$ cat config.mk
export PLATFORM = sky130hd
export DESIGN_NAME = bus_interconnect
export DESIGN_NICKNAME = d
export VERILOG_FILES = /design/src/rtl/bus_pkg.sv /design/src/rtl/bus_addr_decoder.sv /design/src/rtl/bus_interconnect.sv
export SDC_FILE = /design/constraint.sdc
export NUM_CORES = 1
export LEC_CHECK = 0
export ABC_AREA = 1
export CORE_ASPECT_RATIO = 0.6
export CORE_MARGIN = 8
export CORE_UTILIZATION = 32
export CTS_CLUSTER_DIAMETER = 200
export DETAILED_ROUTE_END_ITERATION = 8
export GPL_TIMING_DRIVEN = 0
export PLACE_DENSITY = 0.7
export SLEW_MARGIN = 10
export SYNTH_ARGS = -nofsm -noshare
export SYNTH_HDL_FRONTEND = slang
export SYNTH_HIERARCHICAL = 1
export SYNTH_SLANG_ARGS = --single-unit
$ cat constraint.sdc
create_clock -name clk -period 8 [get_ports clk]
set_input_delay 0.8 -clock clk [delete_from_list [all_inputs] [get_ports clk]]
set_output_delay 0.8 -clock clk [all_outputs]
set_load 0.02 [all_outputs]
$ cat src/rtl/bus_pkg.sv
// bus_pkg: shared state encoding, default widths and sizing helper for the bus interconnect
package bus_pkg;
  localparam int NSLV_DEF = 6;
  localparam int DW_DEF = 32;
  localparam int AW_DEF = 32;
  localparam int ERRCNT_W = 8;
  typedef enum logic [1:0] {IDLE, ACCESS, RESP, ERR} state_e;
  function automatic int idx_w(input int n);
    return n > 1 ? $clog2(n) : 1;
  endfunction
endpackage

$ cat src/rtl/bus_addr_decoder.sv
// bus_addr_decoder: combinational base/mask decode; lowest-index hit wins
//   addr_i   in  AW         address to decode
//   hit_o    out 1          some slave matches
//   onehot_o out NSLV       one-hot winning slave
//   idx_o    out idx_w(NSLV) index of winning slave
module bus_addr_decoder
  import bus_pkg::*;
#(
  parameter int NSLV = NSLV_DEF,
  parameter int AW = AW_DEF,
  parameter logic [NSLV*AW-1:0] SLV_BASE = '0,
  parameter logic [NSLV*AW-1:0] SLV_MASK = '0
) (
  input  logic [AW-1:0]          addr_i,
  output logic                   hit_o,
  output logic [NSLV-1:0]        onehot_o,
  output logic [idx_w(NSLV)-1:0] idx_o
);
  localparam int IW = idx_w(NSLV);
  // Scan from the top down so the lowest matching index is written last.
  always_comb begin
    hit_o = 1'b0;
    onehot_o = '0;
    idx_o = '0;
    for (int i = NSLV - 1; i >= 0; i--) begin
      if ((addr_i & SLV_MASK[i*AW +: AW]) == SLV_BASE[i*AW +: AW]) begin
        hit_o = 1'b1;
        onehot_o = '0;
        onehot_o[i] = 1'b1;
        idx_o = IW'(i);
      end
    end
  end
endmodule

$ cat src/rtl/bus_interconnect.sv
// bus_interconnect: single master to NSLV slaves with decode, wait-state timeout and error counting
//   clk, rst                 clock, async active-high reset
//   bReq/bAddr/bWData/bWrite master request (sampled only in IDLE)
//   bReady/bRData/bErr       one-cycle completion, data and error
//   bErrCnt                  saturating error-response count
//   bSel                     one-hot slave select during ACCESS
//   sAddr/sWData/sWrite      latched request broadcast to all slaves
//   sRData/sReady            packed slave read data and completions
module bus_interconnect
  import bus_pkg::*;
#(
  parameter int NSLV = NSLV_DEF,
  parameter int DW = DW_DEF,
  parameter int AW = AW_DEF,
  parameter logic [NSLV*AW-1:0] SLV_BASE = '0,
  parameter logic [NSLV*AW-1:0] SLV_MASK = '0,
  parameter int TIMEOUT = 15
) (
  input  logic                clk,
  input  logic                rst,
  input  logic                bReq,
  input  logic [AW-1:0]       bAddr,
  input  logic [DW-1:0]       bWData,
  input  logic                bWrite,
  output logic                bReady,
  output logic [DW-1:0]       bRData,
  output logic                bErr,
  output logic [ERRCNT_W-1:0] bErrCnt,
  output logic [NSLV-1:0]     bSel,
  output logic [AW-1:0]       sAddr,
  output logic [DW-1:0]       sWData,
  output logic                sWrite,
  input  logic [NSLV*DW-1:0]  sRData,
  input  logic [NSLV-1:0]     sReady
);
  localparam int IW = idx_w(NSLV);
  state_e state_q, state_d;
  logic [AW-1:0] addr_q, addr_d;
  logic [DW-1:0] wdata_q, wdata_d, rdata_q, rdata_d;
  logic write_q, write_d, err_q, err_d;
  logic [NSLV-1:0] sel_q, sel_d;
  logic [IW-1:0] idx_q, idx_d;
  logic [7:0] cnt_q, cnt_d;
  logic [ERRCNT_W-1:0] errcnt_q, errcnt_d;
  logic dec_hit;
  logic [NSLV-1:0] dec_onehot;
  logic [IW-1:0] dec_idx;
  bus_addr_decoder #(
    .NSLV(NSLV), .AW(AW), .SLV_BASE(SLV_BASE), .SLV_MASK(SLV_MASK)
  ) u_dec (
    .addr_i(bAddr), .hit_o(dec_hit), .onehot_o(dec_onehot), .idx_o(dec_idx)
  );
  always_comb begin
    state_d = state_q;
    addr_d = addr_q;
    wdata_d = wdata_q;
    write_d = write_q;
    sel_d = sel_q;
    idx_d = idx_q;
    cnt_d = cnt_q;
    rdata_d = rdata_q;
    err_d = err_q;
    case (state_q)
      IDLE: if (bReq) begin
        state_d = dec_hit ? ACCESS : ERR;
        if (dec_hit) begin
          addr_d = bAddr;
          wdata_d = bWData;
          write_d = bWrite;
          sel_d = dec_onehot;
          idx_d = dec_idx;
          cnt_d = '0;
        end
      end
      // Masking with sel_q ignores completions from every other slave.
      ACCESS: if (|(sReady & sel_q)) begin
        state_d = RESP;
        rdata_d = write_q ? '0 : sRData[idx_q*DW +: DW];
        err_d = 1'b0;
      end else if (cnt_q == 8'(TIMEOUT - 1)) begin
        state_d = RESP;
        rdata_d = '0;
        err_d = 1'b1;
      end else begin
        cnt_d = cnt_q + 8'd1;
      end
      default: state_d = IDLE;
    endcase
  end
  assign bReady = state_q == RESP || state_q == ERR;
  assign bErr = state_q == ERR || (state_q == RESP && err_q);
  assign bRData = state_q == RESP ? rdata_q : '0;
  assign bSel = state_q == ACCESS ? sel_q : '0;
  assign bErrCnt = errcnt_q;
  assign sAddr = addr_q;
  assign sWData = wdata_q;
  assign sWrite = write_q;
  assign errcnt_d = (bReady && bErr && errcnt_q != '1) ? errcnt_q + 1'b1 : errcnt_q;
  always_ff @(posedge clk or posedge rst) begin
    if (rst) begin
      state_q <= IDLE;
      addr_q <= '0;
      wdata_q <= '0;
      write_q <= 1'b0;
      sel_q <= '0;
      idx_q <= '0;
      cnt_q <= '0;
      rdata_q <= '0;
      err_q <= 1'b0;
      errcnt_q <= '0;
    end else begin
      state_q <= state_d;
      addr_q <= addr_d;
      wdata_q <= wdata_d;
      write_q <= write_d;
      sel_q <= sel_d;
      idx_q <= idx_d;
      cnt_q <= cnt_d;
      rdata_q <= rdata_d;
      err_q <= err_d;
      errcnt_q <= errcnt_d;
    end
  end
endmodule

==> run metrics <==
fin crit period=3.089 ns; total CTS buffers=17; Final period util=0.3861; CP peak stage delay=0.66 ns; share of cells above drive strength 1=0.1279; antenna violations before repair=2; skew final=0.01124 ns; DRC Markers=0; worst r2r path cells=7; post-CTS setup buffers=0; final hold vios=0; Max FO, Critical Path=10; Worst Tran Pin Value=0.6895 ns; RePlAce Congestion=0.8794; Synth area leader=dfrtp_1; Worst EP arrival=2.29 ns; simple-gate share of the synthesized area=0.2913; largest family of logic cells by synthesized area=simple AND/OR/NAND/NOR gates; Max Fclk=323.7 MHz; final hold slack=0.5066 ns; Synth warnings=6; largest net degree at the start of global routing=70; worst reg2reg endpoint=rdata_q[22]$_DFFE_PP0P_; Die X=220.1 um; Post-Syn Area=0.007998 mm^2; Clk pin slew, worst setup/hold paths=0.06 ns; Crit-path slowest cell=clkdlybuf4s50_1; Max H-tree Level=4; Layout Nets=1741; WL final=30120 um; compound-cell area share of the yosys netlist=0.04036; total grt overflow=0; initial core utilization=0.3279; sequential fraction of the synthesis area=0.3911; Antenna Nets Post-Route=0; post-synthesis cell count=1066; Die H=138.5 um; hold endpoint=rdata_q[0]$_DFFE_PP0P_; post-synthesis area per instance=7.503 um^2; most common cell after layout, fill and taps aside=clkdlybuf4s50_1; busiest layer in global routing=met2; fraction of synthesized area in multiplexers=0.1216; Std-Cell Rows=44; commonest non-fill, non-tap cells in the layout=clkdlybuf4s50_1, nand2_1, inv_1, dfrtp_1, nand3_1; final max-slew violation count=0; CTS resizes=0; Worst R2R Start=idx_q[2]$_DFFE_PP0P_; synth-to-layout area growth=61.34%; critical-path cell list=inv_1, nand2_1, clkbuf_1, nor2_1, clkdlybuf4s50_1; hold path startpoint=rdata_q[0]$_DFFE_PP0P_; adder-cell share of the synthesized area=0.004693; PwrDens=306.9 mW/mm^2; CP Class=reg -> out; Synth Area in XOR/XNOR=0.01095; met1 usage=0.2575; # hold bufs at CTS=0; gr usage total=0.1945; Worst Hold Class=reg -> reg; static leakage=6.561 nW; Bufs and invs on worst path=3; CTS Sinks=125; CTS max path bufs=2; Seq cells post-synth=125; CP top delay family=buffers and inverters; TritonCTS clock tree=done; Max-Cap Viols=0; met3 Track Usage GR=0.05251; library cells used by synthesis=28; Worst EP required=7.20 ns; core area=0.02439 mm^2; via count=8246; vias in the first global route=8402; Port Buf Inserts=378; Fin Setup TNS=0 ns; met2 Track Usage GR=0.3112; status=complete, no violations; Iteration-0 DRC Markers=473; Via density=4.561; Clock Tree Root=clkbuf_16; Worst setup EP type=primary output; First-pass DRT Iterations=5; first-pass GRT wire length=46750 um; post-layout util=0.5291; latest clock arrival within the worst-skew pair=0.42 ns; maximum vdd drop=0.1507 mV; # IOs=379; hpwl dp=24400 um; setup violators final=0; CP startpoint kind=register; Die ar.=0.03047 mm^2; top-area cell type share of the netlist area=0.3911; Hold Path Stages=2; RSZ-0062 raised after global routing=no; WL per Instance=16.66 um; worst rel slew slack=0.5403; Worst R2R Setup Slack=6.23 ns; most area-consuming cells after synthesis=dfrtp_1, nand2_1, mux2_4
==> flip-flops by register name, summed over array words and instances (netlist names) <==
register / cells
err_q: 1
idx_q: 3
bErrCnt: 8
sAddr: 32
rdata_q: 32
sWrite: 1
cnt_q: 8
sel_q: 6
state_q: 2
sWData: 32
==> per-layer routing <==
metal	share of wire	wire [um]	vias to the layer above
li1	-	-	4046
met2	0.46	13910	228
met3	0.066	1980	27
met1	0.46	13800	3943
met5	0.00043	13	-
met4	0.014	415	2
==> Yosys cell counts <==
master,instances
mux2_4,64
o211ai_1,32
mux2_2,1
clkbuf_1,14
a21oi_1,10
o21ai_0,4
clkinv_1,1
inv_2,2
nand2_2,2
nor2_1,59
nor2_2,2
conb_1,2
xnor2_1,8
buf_1,1
buf_2,31
o21ai_1,1
ha_1,3
nor3_1,2
nand3_1,115
buf_4,16
dfrtp_1,125
nand4_1,1
inv_1,184
or2_2,32
o21bai_1,1
xor2_1,2
nand2_1,344
buf_6,7
==> where the power goes <==
| group | internal, mW | switching (mW) | leakage [nW] |
|---|---|---|---|
| Sequential | 0.884 | 0.157 | 1.55 |
| Clock | 0.563 | 0.285 | 0.312 |
| Combinational | 0.980 | 1.09 | 4.70 |
| Total | 2.43 | 1.53 | 6.56 |
==> tightest hold or removal path, cell delays in order (launching register included) <==
cell     delay, ns
dfrtp_1       0.34
nand3_1       0.07
nand2_1       0.06
==> layout make-up <==
class / count / area (um^2)
antenna: 1 / 2.502
buffer: 69 / 410.4
clock buffer: 23 / 498.0
clock inverter: 9 / 156.4
fill: 2364 / 11480
inverter: 187 / 706.9
multi-input combinational: 693 / 3787
sequential: 125 / 3128
tap: 322 / 402.9
timing repair buffer: 379 / 3811
==> worst max-delay path by stage <==
stage / from / endpoint / slack [ns] / cells past startpoint
finish: state_q[0]$_DFFE_PP0P_ / bRData[18] / 4.91 / 5
global route: state_q[0]$_DFFE_PP0P_ / bRData[18] / 4.76 / 5
CTS: state_q[0]$_DFFE_PP0P_ / bRData[18] / 4.90 / 5
detailed placement: state_q[0]$_DFFE_PP0P_ / bRData[18] / 5.35 / 5
global placement: rst / rdata_q[21]$_DFFE_PP0P_ / 1.77 / 2
floorplan: rst / bErrCnt[0]$_DFFE_PP0P_ / 3.87 / 1
==> metrics by stage <==
step	area [um^2]	setup WS (ns)	power, mW	instances
2_1_floorplan	8028	3.872	2.245	1074
3_3_place_gp	12210	1.775	3.082	1774
3_5_place_dp	12250	5.355	3.121	1775
4_1_cts	12900	4.896	4.001	1807
5_1_grt	12900	4.765	4.215	1808
6_report	12900	4.911	3.961	1808
==> logic make-up after synthesis <==
group / after synthesis
XOR/XNOR: 10
other: 2
AND/OR/NAND/NOR: 557
AO/OA/AOI/OAI: 48
adder cells (fa/ha/maj): 3
multiplexers: 65
buffers and inverters: 256
flip-flops: 125
(Power assumes the default switching activity.)
